--- config.mk ---
export PLATFORM = sky130hd
export DESIGN_NAME = zigzag_scan_buffer
export DESIGN_NICKNAME = d
export VERILOG_FILES = /design/src/rtl/zigzag_pkg.sv /design/src/rtl/zigzag_scan_buffer_addr_gen.sv /design/src/rtl/zigzag_scan_buffer.sv
export SDC_FILE = /design/constraint.sdc
export NUM_CORES = 1
export LEC_CHECK = 0
export ABC_CLOCK_PERIOD_IN_PS = 2300
export CAP_MARGIN = 20
export CORE_UTILIZATION = 25
export CTS_CLUSTER_SIZE = 16
export DETAILED_ROUTE_END_ITERATION = 8
export GPL_ROUTABILITY_DRIVEN = 0
export HOLD_SLACK_MARGIN = 0.15
export REMOVE_ABC_BUFFERS = 1
export SYNTH_ARGS = -nofsm -noshare
export SYNTH_HDL_FRONTEND = slang
export SYNTH_SLANG_ARGS = --single-unit
--- constraint.sdc ---
create_clock -name clk -period 2.3 [get_ports clk]
set_clock_uncertainty 0.2 [all_clocks]
set_input_delay 0.575 -clock clk [delete_from_list [all_inputs] [get_ports clk]]
set_output_delay 0.575 -clock clk [all_outputs]
set_load 0.01 [all_outputs]
--- src/rtl/zigzag_pkg.sv ---
// Shared types and zigzag scan tables for the zigzag scan buffer.
package zigzag_pkg;

  typedef enum logic {LOAD = 1'b0, SCAN = 1'b1} state_t;

  // Entry [pos] holds the raster index visited at scan position pos.
  localparam logic [15:0][3:0] ZZ4 = {4'd15, 4'd14, 4'd11, 4'd7, 4'd10, 4'd13, 4'd12, 4'd9,
                                      4'd6,  4'd3,  4'd2,  4'd5, 4'd8,  4'd4,  4'd1,  4'd0};

  typedef logic [63:0][5:0] zz8_t;

  // Walk the anti-diagonals r+c=s, alternating direction on each diagonal.
  function automatic zz8_t gen_zz8();
    zz8_t t;
    int   k;
    int   r;
    t = '0;
    k = 0;
    for (int s = 0; s < 15; s++) begin
      for (int i = 0; i < 8; i++) begin
        if (s % 2 == 0) r = ((s < 8) ? s : 7) - i;
        else            r = ((s < 8) ? 0 : s - 7) + i;
        if (r >= 0 && r <= 7 && s - r >= 0 && s - r <= 7 && k < 64) begin
          t[k] = 6'(r * 8 + s - r);
          k++;
        end
      end
    end
    return t;
  endfunction

  localparam zz8_t ZZ8 = gen_zz8();

  function automatic int zz_index(int blk_dim, int pos);
    if (blk_dim == 8) return int'(ZZ8[pos[5:0]]);
    return int'(ZZ4[pos[3:0]]);
  endfunction

endpackage

--- src/rtl/zigzag_scan_buffer_addr_gen.sv ---
// Scan-side read counter and zigzag address lookup.
module zigzag_addr_gen
  import zigzag_pkg::*;
#(
  parameter  int BLK_DIM = 4,
  localparam int NCOEF   = BLK_DIM * BLK_DIM,
  localparam int AW      = $clog2(NCOEF)
) (
  input  logic          clk,
  input  logic          rst_n,
  input  logic          rd_en,
  output logic [AW-1:0] rd_addr,
  output logic [AW-1:0] rd_idx,
  output logic          rd_last
);

  logic [AW-1:0] rd_cnt_q, rd_cnt_d;

  // NCOEF is a power of two, so the counter wraps to 0 after the last read.
  always_comb begin
    rd_cnt_d = rd_en ? rd_cnt_q + AW'(1) : rd_cnt_q;
    rd_idx   = rd_cnt_q;
    rd_last  = (rd_cnt_q == AW'(NCOEF - 1));
    rd_addr  = AW'(zz_index(BLK_DIM, int'(rd_cnt_q)));
  end

  always_ff @(posedge clk or negedge rst_n) begin
    if (!rst_n) rd_cnt_q <= '0;
    else        rd_cnt_q <= rd_cnt_d;
  end

endmodule

--- src/rtl/zigzag_scan_buffer.sv ---
// Raster-in / zigzag-out coefficient block buffer with per-block non-zero count.
// Optional ZZ_PING_PONG_EN: two banks so loading and scanning overlap.
module zigzag_scan_buffer
  import zigzag_pkg::*;
#(
  parameter  int WIDTH   = 9,
  parameter  int BLK_DIM = 4,
  localparam int NCOEF   = BLK_DIM * BLK_DIM,
  localparam int AW      = $clog2(NCOEF),
  localparam int CW      = $clog2(NCOEF + 1)
) (
  input  logic                    clk,
  input  logic                    rst,
  input  logic                    in_valid,
  output logic                    in_ready,
  input  logic signed [WIDTH-1:0] in_data,
  output logic                    out_valid,
  input  logic                    out_ready,
  output logic signed [WIDTH-1:0] out_data,
  output logic [AW-1:0]           out_idx,
  output logic                    out_last,
  output logic [CW-1:0]           out_nz_count
);

`ifdef ZZ_PING_PONG_EN
  localparam logic PP = 1'b1;
`else
  localparam logic PP = 1'b0;
`endif
  localparam int NB = PP ? 2 : 1;
  localparam int MW = $clog2(NB * NCOEF);

  if (BLK_DIM != 4 && BLK_DIM != 8) begin : g_bad_dim
    $error("zigzag_scan_buffer: BLK_DIM must be 4 or 8");
  end

  logic signed [WIDTH-1:0] mem [NB*NCOEF];

  state_t        st_q [2], st_d [2];
  logic [CW-1:0] nz_bank_q [2], nz_bank_d [2];
  logic [AW-1:0] wr_cnt_q, wr_cnt_d;
  logic [CW-1:0] nz_acc_q, nz_acc_d, nz_inc;
  logic          wr_bank_q, wr_bank_d, rd_bank_q, rd_bank_d;
  logic          rd_done_q, rd_done_d, rdy_en_q;
  logic          in_fire, out_fire, advance, rd_en, scan_free;
  logic [AW-1:0] rd_addr, rd_idx;
  logic          rd_last;

  logic signed [WIDTH-1:0] rd_data_p0, out_data_p1;
  logic [AW-1:0]           idx_p0, out_idx_p1;
  logic [CW-1:0]           nz_p0, out_nz_p1;
  logic                    last_p0, out_last_p1, vld_p0, vld_p1;

  zigzag_addr_gen #(.BLK_DIM(BLK_DIM)) u_addr_gen (
    .clk     (clk),
    .rst_n   (rst),
    .rd_en   (rd_en),
    .rd_addr (rd_addr),
    .rd_idx  (rd_idx),
    .rd_last (rd_last)
  );

  // Single bank frees on the out_last transfer; ping-pong frees once the last read is issued.
  always_comb begin
    in_ready  = rdy_en_q && (st_q[wr_bank_q] == LOAD);
    in_fire   = in_valid && in_ready;
    advance   = !vld_p1 || out_ready;
    out_fire  = vld_p1 && out_ready;
    rd_en     = advance && (st_q[rd_bank_q] == SCAN) && !rd_done_q;
    scan_free = PP ? (rd_en && rd_last) : (out_fire && out_last_p1);
    nz_inc    = nz_acc_q + CW'(in_data != '0);

    st_d      = st_q;
    nz_bank_d = nz_bank_q;
    wr_cnt_d  = wr_cnt_q;
    nz_acc_d  = nz_acc_q;
    wr_bank_d = wr_bank_q;
    rd_bank_d = rd_bank_q;
    rd_done_d = rd_done_q;

    if (in_fire) begin
      wr_cnt_d = wr_cnt_q + AW'(1);
      nz_acc_d = nz_inc;
      if (wr_cnt_q == AW'(NCOEF - 1)) begin
        st_d[wr_bank_q]      = SCAN;
        nz_bank_d[wr_bank_q] = nz_inc;
        nz_acc_d             = '0;
        wr_bank_d            = wr_bank_q ^ PP;
      end
    end
    if (rd_en && rd_last) rd_done_d = 1'b1;
    if (scan_free) begin
      st_d[rd_bank_q] = LOAD;
      rd_bank_d       = rd_bank_q ^ PP;
      rd_done_d       = 1'b0;
    end
  end

  always_ff @(posedge clk or negedge rst) begin
    if (!rst) begin
      st_q      <= '{LOAD, LOAD};
      nz_bank_q <= '{default: '0};
      wr_cnt_q  <= '0;
      nz_acc_q  <= '0;
      wr_bank_q <= 1'b0;
      rd_bank_q <= 1'b0;
      rd_done_q <= 1'b0;
      rdy_en_q  <= 1'b0;
    end else begin
      st_q      <= st_d;
      nz_bank_q <= nz_bank_d;
      wr_cnt_q  <= wr_cnt_d;
      nz_acc_q  <= nz_acc_d;
      wr_bank_q <= wr_bank_d;
      rd_bank_q <= rd_bank_d;
      rd_done_q <= rd_done_d;
      rdy_en_q  <= 1'b1;
    end
  end

  // Stage p0: synchronous BRAM read, held while the output register is stalled.
  always_ff @(posedge clk) begin
    if (in_fire) mem[MW'({wr_bank_q, wr_cnt_q})] <= in_data;
    if (rd_en) begin
      rd_data_p0 <= mem[MW'({rd_bank_q, rd_addr})];
      idx_p0     <= rd_idx;
      last_p0    <= rd_last;
      nz_p0      <= nz_bank_q[rd_bank_q];
    end
  end

  // Stage p1: output register, the only thing the consumer sees.
  always_ff @(posedge clk or negedge rst) begin
    if (!rst) begin
      vld_p0      <= 1'b0;
      vld_p1      <= 1'b0;
      out_data_p1 <= '0;
      out_idx_p1  <= '0;
      out_last_p1 <= 1'b0;
      out_nz_p1   <= '0;
    end else if (advance) begin
      vld_p0 <= rd_en;
      vld_p1 <= vld_p0;
      if (vld_p0) begin
        out_data_p1 <= rd_data_p0;
        out_idx_p1  <= idx_p0;
        out_last_p1 <= last_p0;
        out_nz_p1   <= nz_p0;
      end
    end
  end

  assign out_valid    = vld_p1;
  assign out_data     = out_data_p1;
  assign out_idx      = out_idx_p1;
  assign out_last     = out_last_p1;
  assign out_nz_count = out_nz_p1;

endmodule

==> Word level (Yosys, flattened, before mapping) <==
Memories as Yosys holds them, arrays and structs flattened. A register that Yosys moved wholly into a read port is not among the register bits.
Cells that the tools add are included.
{ "op_classes": {"addsub": 3, "magnitude_cmp": 1, "n_eq_ne": 2, "muxes": 9, "n_bitwise": 1, "n_reduce_logical": 17} }
{ "ops": {"columns": ["operator", "count"], "rows": [
  ["nonzero test 9 bit", 1],
  ["adder 4 x 1 -> 4 bit, second input constant", 2],
  ["equality test 4 bit, second input constant", 2],
  ["logical AND 1 bit", 7],
  ["2-to-1 mux 2 bit", 3],
  ["AND reduction 2 bit", 3],
  ["nonzero test 2 bit", 3],
  ["adder 5 x 1 -> 5 bit", 1],
  ["< comparator 4 x 5 -> 1 bit, second input constant", 1],
  ["2-to-1 mux 5 bit", 1],
  ["2-to-1 mux 1 bit", 4],
  ["2-to-1 mux 4 bit", 1],
  ["zero test 1 bit", 2],
  ["logical OR 1 bit", 1],
  ["NOT 1 bit", 1]
]} }
{ "word_totals": {"ff_bits": 53, "ramBits": 144, "romBits": 64, "input_bits": 13, "output_inout_bits": 21, "word_cells": 52, "mem_count": 2} }
{ "memory_table": {"columns": ["name", "words", "word_bits", "read_ports", "rd_ports_with_merged_regs", "wr", "line", "source"], "rows": [
  ["mem", 16, 9, 1, 1, 1, "zigzag_scan_buffer.sv:37", "logic signed [WIDTH-1:0] mem [NB*NCOEF];"],
  ["(name not given)", 16, 4, 1, 0, 0, "zigzag_pkg.sv:36", "return int'(ZZ4[pos[3:0]]);"]
]} }

==> Depth between registers and ports, before layout <==
{ "depth": {"ltp_word": 7, "mapped_depth": 10, "mapped_depth_nobuf": 9} }

==> Cells and area by module <==
A second synthesis with hierarchy kept.
{ "hier_totals": {"cells_unflattened": 418, "area_unflattened_um2": 8139.1} }
{ "modules_own_cells": {"columns": ["mod", "instances", "cells_each", "area_per_inst_um2", "seq_area_each_um2"], "rows": [
  ["zigzag_scan_buffer", 1, 381, 7783.7, 5845.6],
  ["zigzag_addr_gen", 1, 37, 355.3, 100.1]
]} }

==> Least setup slack after synthesis <==
Ideal clock, no wire load.
{ "synth_path": {"path_type": "register to register", "from": "register u_addr_gen.rd_cnt_q[0] (netlist: u_addr_gen.rd_idx[0])", "to": "register rd_data_p0[5] (read register of mem) (data pin)", "setup_time_ns": 0.257, "arrival_ns": 2.095, "required_ns": 1.843, "setup_slack_ns": -0.252, "stages_incl_launch_ff": 10, "path_buffers": 1, "synth_period_minus_slack_ns": 2.552, "cell_sequence": "dfrtp_1 -> inv_1 -> ha_1 -> mux2_2 -> mux2i_1 -> buf_4 -> nor3b_4 -> and3_1 -> a31oi_1 -> o2111a_1"} }
{ "synth_between": {"elab_chain_len": 2} }
{ "synth_lines": {"columns": ["element", "line", "source"], "rows": [
  ["start: declaration", "zigzag_scan_buffer_addr_gen.sv:17", "logic [AW-1:0] rd_cnt_q, rd_cnt_d;"],
  ["start signal: assignment", "zigzag_scan_buffer_addr_gen.sv:29", "else rd_cnt_q <= rd_cnt_d;"],
  ["memory read (16 x 4 bit)", null, null],
  ["2-to-1 mux 4 bit (implied by the code)", "zigzag_pkg.sv:36", null],
  ["end: declaration", "zigzag_scan_buffer.sv:49", "logic signed [WIDTH-1:0] rd_data_p0, out_data_p1;"]
]} }
No other way between the ends. The select of a mux whose other input is x is not followed.
A chain may end at the register's enable or synchronous reset.

==> Worst setup path in the final report <==
{ "layout_path": {"from": "register u_addr_gen.rd_cnt_q[1] (netlist: u_addr_gen.rd_idx[1])", "to": "register rd_data_p0[4] (read register of mem) (data pin)"} }
The elaborated chain is that of the path after synthesis.

==> summary.md <==
| Metric | Value |
|---|---|
| IO Count | 34 |
| Drt pass-1 iters | 4 |
| Maximum vdd drop | ~0.54 mV |
| GRT overflow | 0 |
| Num CTS Buffers | 22 |
| Syn Area/Cell | ~15 sq um |
| R2R cell count | 10 |
| Pins Over Slew Limit | 0 |
| Clock power frac | 0.410 |
| Fmax | between 0.3 and 0.4 GHz |
| Worst-path clk slew | about 0.06 ns |
| #FFs+latches synth | between 200 and 250 |
| Die area | 0.0335 sq mm |
| Final instance area | ~0.011 sq mm |
| Number of fill cells | between 3000 and 4000 |
| Max-cap violations | 0 |
| CTS Buffer Depth | 3 |
| CTS H-Tree Depth | 1 |
| P_int | ~6.5 mW |
| Clk root buf | clkbuf_16 |
| Routed met2 length | ~8800 um |
| Worst flop-to-flop path startpoint | u_addr_gen.rd_idx[1] |
| WP data arrival | roughly 2.6 ns |
| CP max FO | 8 |
| Period utilization | 1.12 |
| Syn. warnings | 0 |
| P_sw | between 1.5 and 2 mW |
| Switching Share | 0.227 |
| Most frequent cells in the layout | edfxtp_1 (163), nand2_1 (93), buf_4 (83) |
| CTS Sinks | roughly 200 |
| Seq/Total Area, Yosys | 0.726 |
| Reg2Reg Capture Point | rd_data_p0[4] |
| Failing checks | setup timing |
| Seq pwr share | 0.523 |
| Most used DFF post-synth | edfxtp_1 |
| Setup WS post-layout | -0.270 ns |
| Via Count | 4860 |
| Fraction of layout cells with a size suffix above 1 | 0.286 |
| Pin count of the biggest net entering global routing | between 40 and 50 |
| Starting DRT DRC Count | roughly 360 |
| Hold Path Class | reg2reg |
| All-Layer GR Usage | 0.111 |
| Post-DP HPWL | about 12000 um |
| Initial antenna violation count | 0 |
| M1 WL | 8420 um |
| Post-synth EDFFs | between 150 and 200 |
| Placed Area | between 0.009 and 0.01 sq mm |
| Reported leakage power | approximately 4.2 nW |
| Status | complete, but fails checks |
| FF+latch area | ~0.0059 sq mm |
| Site Rows | 65 |
| DIE HEIGHT | between 150 and 200 um |
| Comb pwr share | 0.067 |
| Crit path time final | 2.57 ns |
| Most common cell after layout, fill and taps aside | edfxtp_1 |
| Number of antenna diodes | 0 |
| Async set-or-reset flop fraction in the synthesized netlist | 0.205 |
| Max-slew headroom | 0.603 |
| Power Dens Cells | a little under 800 mW/mm^2 |
| Post-synth cell types | 45 |
| Syn Inst Count | around 540 |
| Worst-Margin Slew | just under 0.6 ns |
| Starting density of the core | 0.257 |
| Fin cells | between 1000 and 1500 |
| Setup CP Type | reg2reg |
| Layout net count | approximately 700 |
| Final hold slack | ~0.25 ns |
| WL/cell | ~16 um |
| Final hold vios | 0 |
| Vias per inst | roughly 4.3 |
| End-of-flow core utilization | 0.341 |
| Critical path launch point | u_addr_gen.rd_idx[1] |
| DP Cell Count | ~1100 |
| First-pass GRT wire length | 28300 um |
| Die width | around 180 um |
| Worst setup endpoint | rd_data_p0[4] |
| Latest clock arrival within the worst-skew pair | a little over 0.5 ns |
| DR WL met3 | 898 um |
| Antenna violation net count after detailed routing | 0 |
| Area occupied by multi-input gates | about 0.0023 sq mm |
| Area Overhead vs Synth | 32.9% |
| Setup slack, reg-to-reg | -0.27 ns |
| Core box area | 0.0319 sq mm |
| Vias in the first global route | ~4800 |
| Port bufs | 33 |
| DR top layer | met4 |
| Mapped cell area | ~0.008 sq mm |
| WP data required | around 2.4 ns |
| Final WL | 18400 um |
| # DRC | 0 |
| CTS tree | done |
| Crit path launch type | flop |
| Setup-failing EPs final | 9 |
| CP Capture Type | flop |
| RSZ-0062 raised after global routing | true |
## synthesized netlist by cell type, types with 7 or more instances
cell type	n	area [sq um]
dfrtp_1	42	1050
o21ai_0	7	35.0
nor2_1	23	86.3
buf_4	7	52.6
mux2_2	22	248
and4_1	7	61.3
edfxtp_1	163	4890
a32oi_1	28	245
a21oi_1	7	35.0
mux2i_1	37	370
nand3_1	13	65.1
xnor2_1	7	61.3
ha_1	14	175
nand2_1	93	349
## how the worst min path moves through the flow
stage	startpoint	to	slack [ns]	cells past startpoint
2_1_floorplan	rst	nz_acc_q[0]	0.08	0
3_3_place_gp	nz_bank_q[9]	nz_p0[4]	0.23	0
3_5_place_dp	nz_bank_q[9]	nz_p0[4]	0.24	0
4_1_cts	nz_bank_q[9]	nz_p0[4]	0.26	0
5_1_grt	nz_bank_q[8]	nz_p0[3]	0.27	0
6_report	nz_bank_q[8]	nz_p0[3]	0.25	0
## worst max-delay path, stage by stage, from the launching register on
cell and delay [ns]:
dfrtp_1 0.40, inv_2 0.09, buf_6 0.12, ha_4 0.14
or3_4 0.34, o211ai_4 0.18, buf_12 0.19, buf_12 0.12
mux2i_4 0.24, a32oi_4 0.08, and4_1 0.22
## metrics by stage
stage | TNS (ns) | setup slack (ns) | power (mW)
6_report | -2.25 | -0.270 | 8.38
4_1_cts | -2.47 | -0.306 | 8.47
2_1_floorplan | -15.54 | -1.34 | 4.73
5_1_grt | -3.01 | -0.359 | 8.70
3_3_place_gp | -12.99 | -0.573 | 4.99
3_5_place_dp | -14.35 | -0.571 | 5.01
## routing by layer
| metal | track usage | vias up |
|---|---|---|
| met5 | 0 | - |
| met1 | 0.149 | 2413 |
| met2 | 0.180 | 110 |
| li1 | - | 2313 |
| met3 | 0.0165 | 24 |
| met4 | 0.0400 | 0 |
## flip-flops by register name (all words and copies together) (netlist names)
| signal | cells |
|---|---|
| out_last | 1 |
| idx_p0 | 4 |
| out_data | 9 |
| out_valid | 1 |
| st_q | 1 |
| last_p0 | 1 |
| rdy_en_q | 1 |
| nz_bank_q | 5 |
| nz_p0 | 5 |
| out_idx | 4 |
| out_nz_count | 5 |
| nz_acc_q | 5 |
| rd_data_p0 | 9 |
| vld_p0 | 1 |
| u_addr_gen.rd_idx | 4 |
| mem | 144 |
| rd_done_q | 1 |
| wr_cnt_q | 4 |
## logic make-up after synthesis
family	share of synthesized area
flip-flops	0.726
AND/OR/NAND/NOR	0.0934
multiplexers	0.0755
AO/OA/AOI/OAI	0.0541
buffers and inverters	0.0196
adder cells (fa/ha/maj)	0.0214
XOR/XNOR	0.00963
other	0.000458
## timing repair
item,CTS,global route
endpoints found under the hold margin,42,0
setup buffers,8,7
pin swaps,7,10
cloned,2,1
gates resized for setup,44,21
setup endpoints to repair,12,12
hold buffers,1,0
## area by class of cell
| type | instances | share of cell area |
|---|---|---|
| Timing Repair Buffer | 138 | 0.121 |
| Tap cell | 435 | 0.0500 |
| Clock buffer | 27 | 0.0562 |
| Sequential cell | 205 | 0.547 |
| Clock inverter | 13 | 0.00931 |
| Multi-Input combinational cell | 306 | 0.214 |
| Inverter | 7 | 0.00241 |
## power groups by stage
stage               Combinational [mW]  Sequential [mW]  Clock [mW]
floorplan                        0.316             4.41           0
detailed placement               0.562             4.45           0
CTS                              0.569             4.38        3.52
global route                     0.629             4.41        3.66
finish                           0.563             4.38        3.44
global placement                 0.545             4.44           0
Note: power is estimated with default switching activity, not from simulation.
